--- src/rtl/biestable_t_pkg.sv ---
// -----------------------------------------------------------------------------
// biestable_t_pkg
// Shared defaults and helpers for the watchdog toggle bistable.
//   SYNC_STAGES_DEF    : default synchronizer depth on the kick input
//   CNT_W_DEF          : default kick counter width
//   TIMEOUT_CYCLES_DEF : default missed-kick timeout in clock cycles
//   idle_width()       : width of the idle counter so it can hold TIMEOUT_CYCLES
// -----------------------------------------------------------------------------
package biestable_t_pkg;

    localparam int unsigned SYNC_STAGES_DEF    = 2;
    localparam int unsigned CNT_W_DEF          = 8;
    localparam int unsigned TIMEOUT_CYCLES_DEF = 1000;

    // ceil(log2(t+1)): enough bits to represent the value t itself.
    function automatic int unsigned idle_width(input int unsigned t);
        return $clog2(t + 1);
    endfunction

endpackage : biestable_t_pkg

--- src/rtl/biestable_t_sync.sv ---
// -----------------------------------------------------------------------------
// biestable_t_sync
// Plain N-flop synchronizer for a single asynchronous bit. No reset: the chain
// simply follows its input, so it settles after STAGES clocks.
// Ports:
//   clk_i : sampling clock
//   d_i   : asynchronous input
//   q_o   : synchronized output (last flop of the chain)
// -----------------------------------------------------------------------------
module biestable_t_sync #(
    parameter int unsigned STAGES = 2
) (
    input  logic clk_i,
    input  logic d_i,
    output logic q_o
);

    logic [STAGES-1:0] sync_q;

    if (STAGES < 2) begin : g_chk
        $error("biestable_t_sync: STAGES must be at least 2");
    end

    always_ff @(posedge clk_i) begin
        sync_q <= {sync_q[STAGES-2:0], d_i};
    end

    assign q_o = sync_q[STAGES-1];

endmodule : biestable_t_sync

--- src/rtl/biestable_t.sv ---
// -----------------------------------------------------------------------------
// biestable_t
// Watchdog toggle flip-flop. Every rising edge seen on the kick input flips
// wdgOut, producing the square-wave heartbeat the board supervisor expects.
// Also counts kicks (wrapping) and flags a missed-kick timeout.
//
// Optional build macro BIESTABLE_T_SYNC_EN: when defined, wdg passes through a
// SYNC_STAGES-deep synchronizer before edge detection (for asynchronous kick
// sources). When undefined, wdg must already be synchronous to clk.
//
// Ports:
//   clk      : system clock, rising edge
//   rst      : synchronous active-high reset
//   wdg      : watchdog kick level; only rising edges matter
//   wdgOut   : registered toggle output
//   kick_cnt : registered count of detected rising edges, wraps
//   timeout  : registered, high while no kick for TIMEOUT_CYCLES cycles
// -----------------------------------------------------------------------------
module biestable_t
    import biestable_t_pkg::*;
#(
    parameter int unsigned SYNC_STAGES    = SYNC_STAGES_DEF,
    parameter int unsigned CNT_W          = CNT_W_DEF,
    parameter int unsigned TIMEOUT_CYCLES = TIMEOUT_CYCLES_DEF
) (
    input  logic             clk,
    input  logic             rst,
    input  logic             wdg,
    output logic             wdgOut,
    output logic [CNT_W-1:0] kick_cnt,
    output logic             timeout
);

    localparam int unsigned IDLE_W = idle_width(TIMEOUT_CYCLES);
    localparam logic [IDLE_W-1:0] IDLE_MAX = IDLE_W'(TIMEOUT_CYCLES);

    // Parameter legality, checked at elaboration in every build.
    if (SYNC_STAGES < 2 || SYNC_STAGES > 4) begin : g_bad_sync
        $error("biestable_t: SYNC_STAGES must be in 2..4");
    end
    if (TIMEOUT_CYCLES < 1 || TIMEOUT_CYCLES > 24'hFF_FFFF) begin : g_bad_tmo
        $error("biestable_t: TIMEOUT_CYCLES must be in 1..2^24-1");
    end

    // ------------------------------------------------------------------
    // Input path
    // ------------------------------------------------------------------
    logic wdg_s;

`ifdef BIESTABLE_T_SYNC_EN
    biestable_t_sync #(
        .STAGES (SYNC_STAGES)
    ) u_sync (
        .clk_i (clk),
        .d_i   (wdg),
        .q_o   (wdg_s)
    );
`else
    assign wdg_s = wdg;
`endif

    // The previous-level flop keeps tracking through reset, so a level that is
    // already high when reset releases is not mistaken for a fresh kick.
    logic wdg_prev_q;

    always_ff @(posedge clk) begin
        wdg_prev_q <= wdg_s;
    end

    logic rise;
    assign rise = wdg_s & ~wdg_prev_q;

    // ------------------------------------------------------------------
    // Toggle, kick counter, idle counter, timeout
    // ------------------------------------------------------------------
    logic              wdg_out_q,  wdg_out_d;
    logic [CNT_W-1:0]  kick_cnt_q, kick_cnt_d;
    logic [IDLE_W-1:0] idle_q,     idle_d;
    logic              timeout_q,  timeout_d;

    always_comb begin
        wdg_out_d  = wdg_out_q ^ rise;
        kick_cnt_d = rise ? kick_cnt_q + CNT_W'(1) : kick_cnt_q;

        // A kick always wins, even on the edge where the counter saturates.
        if (rise) begin
            idle_d = '0;
        end else if (idle_q == IDLE_MAX) begin
            idle_d = idle_q;
        end else begin
            idle_d = idle_q + IDLE_W'(1);
        end

        // Look at the next idle value so timeout lands exactly TIMEOUT_CYCLES
        // edges after the last kick or reset release.
        timeout_d = (idle_d == IDLE_MAX);
    end

    always_ff @(posedge clk) begin
        if (rst) begin
            wdg_out_q  <= 1'b0;
            kick_cnt_q <= '0;
            idle_q     <= '0;
            timeout_q  <= 1'b0;
        end else begin
            wdg_out_q  <= wdg_out_d;
            kick_cnt_q <= kick_cnt_d;
            idle_q     <= idle_d;
            timeout_q  <= timeout_d;
        end
    end

    assign wdgOut   = wdg_out_q;
    assign kick_cnt = kick_cnt_q;
    assign timeout  = timeout_q;

endmodule : biestable_t

--- config.mk ---
export PLATFORM = sky130hd
export DESIGN_NAME = biestable_t
export DESIGN_NICKNAME = d
export VERILOG_FILES = /design/src/rtl/biestable_t_pkg.sv /design/src/rtl/biestable_t_sync.sv /design/src/rtl/biestable_t.sv
export SDC_FILE = /design/constraint.sdc
export NUM_CORES = 1
export LEC_CHECK = 0
export BUFFER_PORTS_ARGS = -buffer_cell sky130_fd_sc_hd__buf_2
export CORE_UTILIZATION = 50
export CTS_CLUSTER_SIZE = 28
export DETAILED_ROUTE_END_ITERATION = 16
export GPL_ROUTABILITY_DRIVEN = 1
export PLACE_DENSITY = 0.77
export SYNTH_ARGS = -nofsm -noshare
export SYNTH_HDL_FRONTEND = slang
export SYNTH_HIERARCHICAL = 1
export SYNTH_SLANG_ARGS = --single-unit
--- constraint.sdc ---
create_clock -name clk -period 1.9 [get_ports clk]
set_clock_uncertainty 0.2 [all_clocks]
set_input_delay 0.285 -clock clk [delete_from_list [all_inputs] [get_ports clk]]
set_output_delay 0.285 -clock clk [all_outputs]
set_load 0.02 [all_outputs]
==> results of run 1 <==
-- cells by family (layout without fill, tap and decap cells) --
| family | Yosys count | after routing | synth area share, % |
|---|---|---|---|
| adder cells (fa/ha/maj) | 3 | 3 | 3.65 |
| AO/OA/AOI/OAI | 14 | 14 | 8.16 |
| buffers and inverters | 8 | 27 | 4.38 |
| XOR/XNOR | 15 | 15 | 12.8 |
| flip-flops | 21 | 21 | 40.9 |
| multiplexers | 2 | 2 | 1.95 |
| AND/OR/NAND/NOR | 50 | 50 | 28.1 |
-- metal layers --
| metal | GRT usage (%) | part of all wire, % | up-vias | wire [µm] |
|---|---|---|---|---|
| met5 | 0 | 0 | - | 0 |
| met4 | 8.00 | 2.1 | 0 | 42 |
| met3 | 3.85 | 2.4 | 5 | 47 |
| met2 | 31.5 | 47 | 12 | 939 |
| met1 | 28.4 | 48 | 397 | 961 |
| li1 | - | - | 433 | - |
-- worst max-delay path, cell delays in order, from the launching register on --
cell      delay, ns
dfxtp_2        0.34
inv_1          0.08
ha_1           0.17
nand2_2        0.07
or3_1          0.33
or3_1          0.34
a21oi_2        0.15
o2111a_1       0.17
-- cell type report --
type                    count  area [µm²]  area share (%)
multi-input cells          84         568            47.7
inverters                   3        11.3           0.945
flip-flops and latches     21         425            35.7
repair buffers             20         123            10.3
clock inverters             1        7.51           0.630
well taps                  27        33.8            2.84
clock buffers               3        22.5            1.89
-- flip-flops by register name, summed over array words and instances (netlist names) --
register and cells:
idle_q 10, kick_cnt 8, timeout 1, wdgOut 1, wdg_prev_q 1
-- power breakdown --
group / leakage [nW] / internal [mW] / total [mW] / switching (mW)
Combinational: 0.277 / 0.0312 / 0.0722 / 0.0409
Sequential: 0.172 / 0.450 / 0.458 / 0.00734
Clock: 0.0139 / 0.0804 / 0.226 / 0.145
Total: 0.463 / 0.562 / 0.756 / 0.194
-- layout by cell type (no fill, tap or decap), drive strengths merged --
master       Yosys  routed
nor2b            1       1
o211ai           1       1
a21oi            6       6
nand2            7       7
inv              3       3
nand4            5       5
clkbuf           2       3
nor2            15      15
clkinvlp         0       1
nand2b           1       1
ha               3       3
and3             2       2
a31oi            1       1
xnor2            7       7
nor3             5       5
or3              6       6
nand3            4       4
dlygate4sd3      0       1
xor2             8       8
a311oi           1       1
or2              1       1
buf              3      19
and4             1       1
nor4             2       2
mux2i            2       2
o21ai            4       4
o2111a           1       1
dfxtp           21      21
-- worst max-delay path by stage --
stage / start / endpoint / slack (ns) / cells past startpoint
CTS: wdg / kick_cnt[7] / 0.04 / 6
finish: idle_q[0] / timeout / 0.008 / 7
global route: idle_q[0] / timeout / -0.09 / 7
detailed placement: idle_q[2] / timeout / 0.08 / 5
floorplan: idle_q[0] / timeout / 0.07 / 7
global placement: idle_q[0] / timeout / 0.11 / 7
-- per-stage QoR --
stage                     total power, mW  utilization (%)  instances  cell area (µm²)  TNS [ns]
after floorplan                     0.513                -        113             1030         0
after global placement              0.533             58.7        154             1140         0
after detailed placement            0.536             58.7        154             1140         0
after CTS                           0.757             60.8        159             1180         0
after global routing                0.787             61.3        159             1190   -0.0905
final                               0.756             61.3        159             1190         0
-- what timing repair did --
item,4_1_cts,5_1_grt
hold buffers,1,0
gates resized for setup,0,6
endpoints found under the setup margin,0,4
endpoints found under the hold margin,1,0
==> results.md, run 1 <==
- Status: complete, no violations
- Dominant cells by area after synthesis: dfxtp_1 41%, xor2_1 6.8%, xnor2_1 6.0%, nor2_1 5.5%, ha_1 3.7%
- Critical path class: flop to flop
- Fillers: 186
- Vias per cell: between 5 and 6
- # port buffers: 12
- Area share of the largest cell type after synthesis: between 40% and 50%
- FF-to-FF setup slack: between 0.008 and 0.009 ns
- Gate Count Post-Synth: 113
- Flops & latches, synth: 21
- Total number of vias: around 850
- Min-delay worst type: input pin to flop
- Die ar.: between 2000 and 2500 µm²
- Most frequent cell after synthesis: dfxtp_1
- Gr ovfl total: 0
- Lkg Pwr: between 0.4 and 0.5 nW
- Share of layout cells above drive strength 1: 25.0%
- Worst slew pin tran: between 0.3 and 0.4 ns
- FF-to-FF End: timeout
- Final wirelength: slightly below 2000 µm
- Register area share after synthesis: 40.9%
- DRC viols: 0
- Hold path endpoint: kick_cnt[4]
- CP Data Arrival Time: between 1.5 and 2 ns
- Antenna violations before repair: 0
- Critical path peak fanout: 2
- R2R depth: 7
- Post-CTS Setup Repair Bufs: 0
- Syn_nets: about 120
- Rows: 16
- P&R area growth vs syn: 16.0%
- Hold path start: rst
- Root Buffer: clkbuf_4
- Area leader, netlist: dfxtp_1
- Die height: 47.3 µm
- CTS max path bufs: 2
- Final period util: between 90 and 100%
- Synthesized area: 1030 µm²
- Synthesized area per cell: 9.09 µm²
- PwrDens: about 630 nW/µm²
- Avg WL per Cell: approximately 13 µm
- Maxcap violations: 0
- Worst Hold Path Cells: 2
- Synth cell count leaders: 21 x dfxtp_1, 15 x nor2_1, 8 x xor2_1, 7 x xnor2_1
- Worst IR drop on VDD: around 0.00058 V
- Final GP Congestion: between 0.8 and 0.9
- Total GRT Usage: 20.6%
- Antenna Cells: 0
- Slew Limit Headroom: between 70% and 80%
- Minimum clock period: about 1.9 ns
- Worst setup margin: 0.00803 ns
- Clk Latency, worst-skew pair: roughly 0.31 ns
- Num ports: 13
- Clock-pin slew on the worst setup and hold paths: 0.12 ns
- Antenna Nets Post-Route: 0
- RSZ-0062 raised after global routing: yes
- Chip width: about 47 µm
- Drt first pass iters: 4
- Fmax: 529 MHz
- Area of the core: a little under 2000 µm²
- Starting Density: between 50 and 60%
- Final Slew Violations: 0
- Sink Count: 21
- Min Hold Slack: 0.0619 ns
- Synth Flop Type: dfxtp_1
- Setup WS pre-CTS: 0.0761 ns
- CP Capture Type: flop
- CTS tree: built
- Startpoint Class: flop
- Layout net count: about 140
- H-tree depth: 1
- Worst reg2reg path startpoint: idle_q[0]
- Synth warn: 6
- Post-DP HPWL: 1450 µm
- First-pass GRT wire length: 3280 µm
- Worst path required time: 1.96 ns
- Number of enable flip-flop cells after synthesis: 0
- Num CTS Buffers: 3
- Final Hold Vio Count: 0
- Initial DRC Count: 17
- Final setup fails: 0
- Ys async rst share: 0%
- Vias in the first global route: roughly 800
- Pin count of the biggest net entering global routing: 14
- Unique masters post-synth: 30
Note: power is estimated with default switching activity, not from simulation.
==> run 2: changes to the inputs <==
- PLACE_DENSITY: 0.77 -> default
- PLACE_DENSITY_LB_ADDON: default -> 0.25
==> run 2 against run 1 <==
- cell area increased by 1.8%
- power increased by 0.37%
- register-to-register slack improved by 0.05 ns
- sequential share of layout area decreased by 0.94 points
- core utilization increased by 1.1 points
- sequential cell count unchanged
- fmax increased by 2.8%
- cell count increased by 1.3%
- combinational power decreased by 1%
- critical path depth unchanged
- setup slack improved by 0.052 ns
- largest power group unchanged
==> results.md, run 2 (synthesized netlist as in run 1, its figures left out) <==
- Antenna Nets Post-Route: 0
- Cell mode on critical path: or3_4
- # port buffers: 12
- DRC viols: 0
- FF-to-FF End: timeout
- Post-DP HPWL: between 1000 and 1500 µm
- Die ar.: 2240 µm²
- Total design power: about 0.76 mW
- Maxcap violations: 0
- Slowest stage delay, CP: roughly 0.35 ns
- Setup TNS: 0 ns
- Switching part of the total: between 20 and 30%
- FF-to-FF setup slack: 0.06 ns
- Non-Filler Instances: 161
- Reg area: between 400 and 500 µm²
- Met3 Wirelength: ~65 µm
- Vias per cell: between 5 and 6
- Setup WS pre-CTS: approximately 0.051 ns
- Fmax: between 500 and 600 MHz
- Gr ovfl total: 0
- Num CTS Buffers: 3
- Final wirelength: about 1900 µm
- Min-delay worst type: input pin to flop
- Worst slew pin tran: 0.303 ns
- Hold path endpoint: kick_cnt[7]
- Max FFs per register: 10
- Startpoint Class: flop
- CTS tree: built
- Critical path peak fanout: 2
- Min Hold Slack: a little over 0.04 ns
- Lkg Pwr: roughly 0.47 nW
- Crit-path cells: inv_2 > ha_1 > nand2_2 > or3_4 > or3_4 > a21oi_2 > o2111a_1
- Clk Latency, worst-skew pair: ~0.32 ns
- Crit-path leading delay family: simple AND/OR/NAND/NOR gates
- Slew Limit Headroom: around four fifths
- Clock power frac: a little under a third
- Worst Path Buf+Inv: 1
- Vias in the first global route: slightly above 700
- RSZ-0062 raised after global routing: no
- Final Hold Vio Count: 0
- Final period util: a little over nine tenths
- Antenna Cells: 0
- R2R depth: 7
- Antenna violations before repair: 0
- P&R area growth vs syn: 18.0%
- First-pass GRT wire length: ~3000 µm
- Power Internal: between 0.5 and 0.6 mW
- Drt first pass iters: 4
- CP Capture Type: flop
- Pin count of the biggest net entering global routing: 14
- Highest metal used: met4
- Share of layout cells above drive strength 1: between 20% and 30%
- Met2 WL post-DR: around 840 µm
- Rows: 16
- Critical path class: flop to flop
- Multi-input gate area: 578 µm²
- Total GRT Usage: approximately 20%
- Placed Instances: between 150 and 200
- Final GP Congestion: around 0.78
- Die height: about 47 µm
- Final Slew Violations: 0
- H-tree depth: 1
- Layout net count: between 100 and 150
- Starting Density: 52.9%
- Net Switching: 0.197 mW
- Sequential power share: 60.3%
- CP Data Arrival Time: between 1.5 and 2 ns
- CTS max path bufs: 2
- M1 WL: 942 µm
- PwrDens: about 630 nW/µm²
- Status: complete, no violations
- Commonest cells after routing, fill and taps aside: 20 x dfxtp_1, 15 x nor2_1, 12 x buf_2, 9 x buf_4, 8 x xor2_1
- Fillers: 200
- Worst path required time: 1.97 ns
- Root Buffer: clkbuf_4
- Total number of vias: ~850
- Power share of the combinational group: 9.4%
- Critical path's slowest cell: dfxtp_2
- Most common cell after layout, fill and taps aside: dfxtp_1
- Worst setup margin: ~0.060 ns
- Num ports: 13
- Minimum clock period: about 1.8 ns
- Worst Hold Path Cells: 2
- Worst IR drop on VDD: between 0.0004 and 0.0005 V
- Clock-pin slew on the worst setup and hold paths: approximately 0.12 ns
- Top reg by flops: idle_q
- Final setup fails: 0
- Hold path start: rst
- Sink Count: 21
- Area of the core: 1940 µm²
- Initial DRC Count: 10
- Chip width: around 47 µm
- Avg WL per Cell: between 10 and 15 µm
- Worst reg2reg path startpoint: idle_q[0]
## run 2: worst max-delay path by stage
stage,from,end,slack (ns),depth (start not counted)
after floorplan,idle_q[0],timeout,0.07,7
final,idle_q[0],timeout,0.06,7
after CTS,idle_q[0],timeout,0.02,7
after detailed placement,idle_q[0],timeout,0.05,7
after global placement,idle_q[0],timeout,0.12,7
after global routing,idle_q[0],timeout,0.01,7
## run 2: what timing repair did
item | CTS | global route
gates resized for setup | 0 | 6
setup endpoints to repair | 0 | 1
buffers inserted | 0 | 0
endpoints found under the hold margin | 1 | 0
hold buffers | 1 | 0
## run 2: routing by layer
metal	GRT usage, %	vias up
li1	-	438
met1	23.6	387
met2	30.7	18
met3	4.62	5
met4	13.7	0
met5	0	-
## run 2: cell type report
cell class / count / area share [%]
Multi-Input combinational cell: 84 / 47.7
Sequential cell: 21 / 34.8
Timing Repair Buffer: 22 / 11.4
Tap cell: 27 / 2.79
Clock buffer: 3 / 1.86
Inverter: 3 / 0.929
Clock inverter: 1 / 0.619
## run 2: stage by stage
step	util [%]	area, µm²
5_1_grt	62.4	1210
3_3_place_gp	59.5	1150
2_1_floorplan	-	1030
4_1_cts	61.5	1190
3_5_place_dp	59.5	1150
6_report	62.4	1210
## run 2: power by group through the flow
stage | registers [mW] | logic [mW] | clock network (mW)
2_1_floorplan | 0.475 | 0.0382 | 0
3_3_place_gp | 0.466 | 0.0676 | 0
3_5_place_dp | 0.467 | 0.0688 | 0
4_1_cts | 0.457 | 0.0708 | 0.247
5_1_grt | 0.458 | 0.0781 | 0.257
6_report | 0.457 | 0.0713 | 0.230
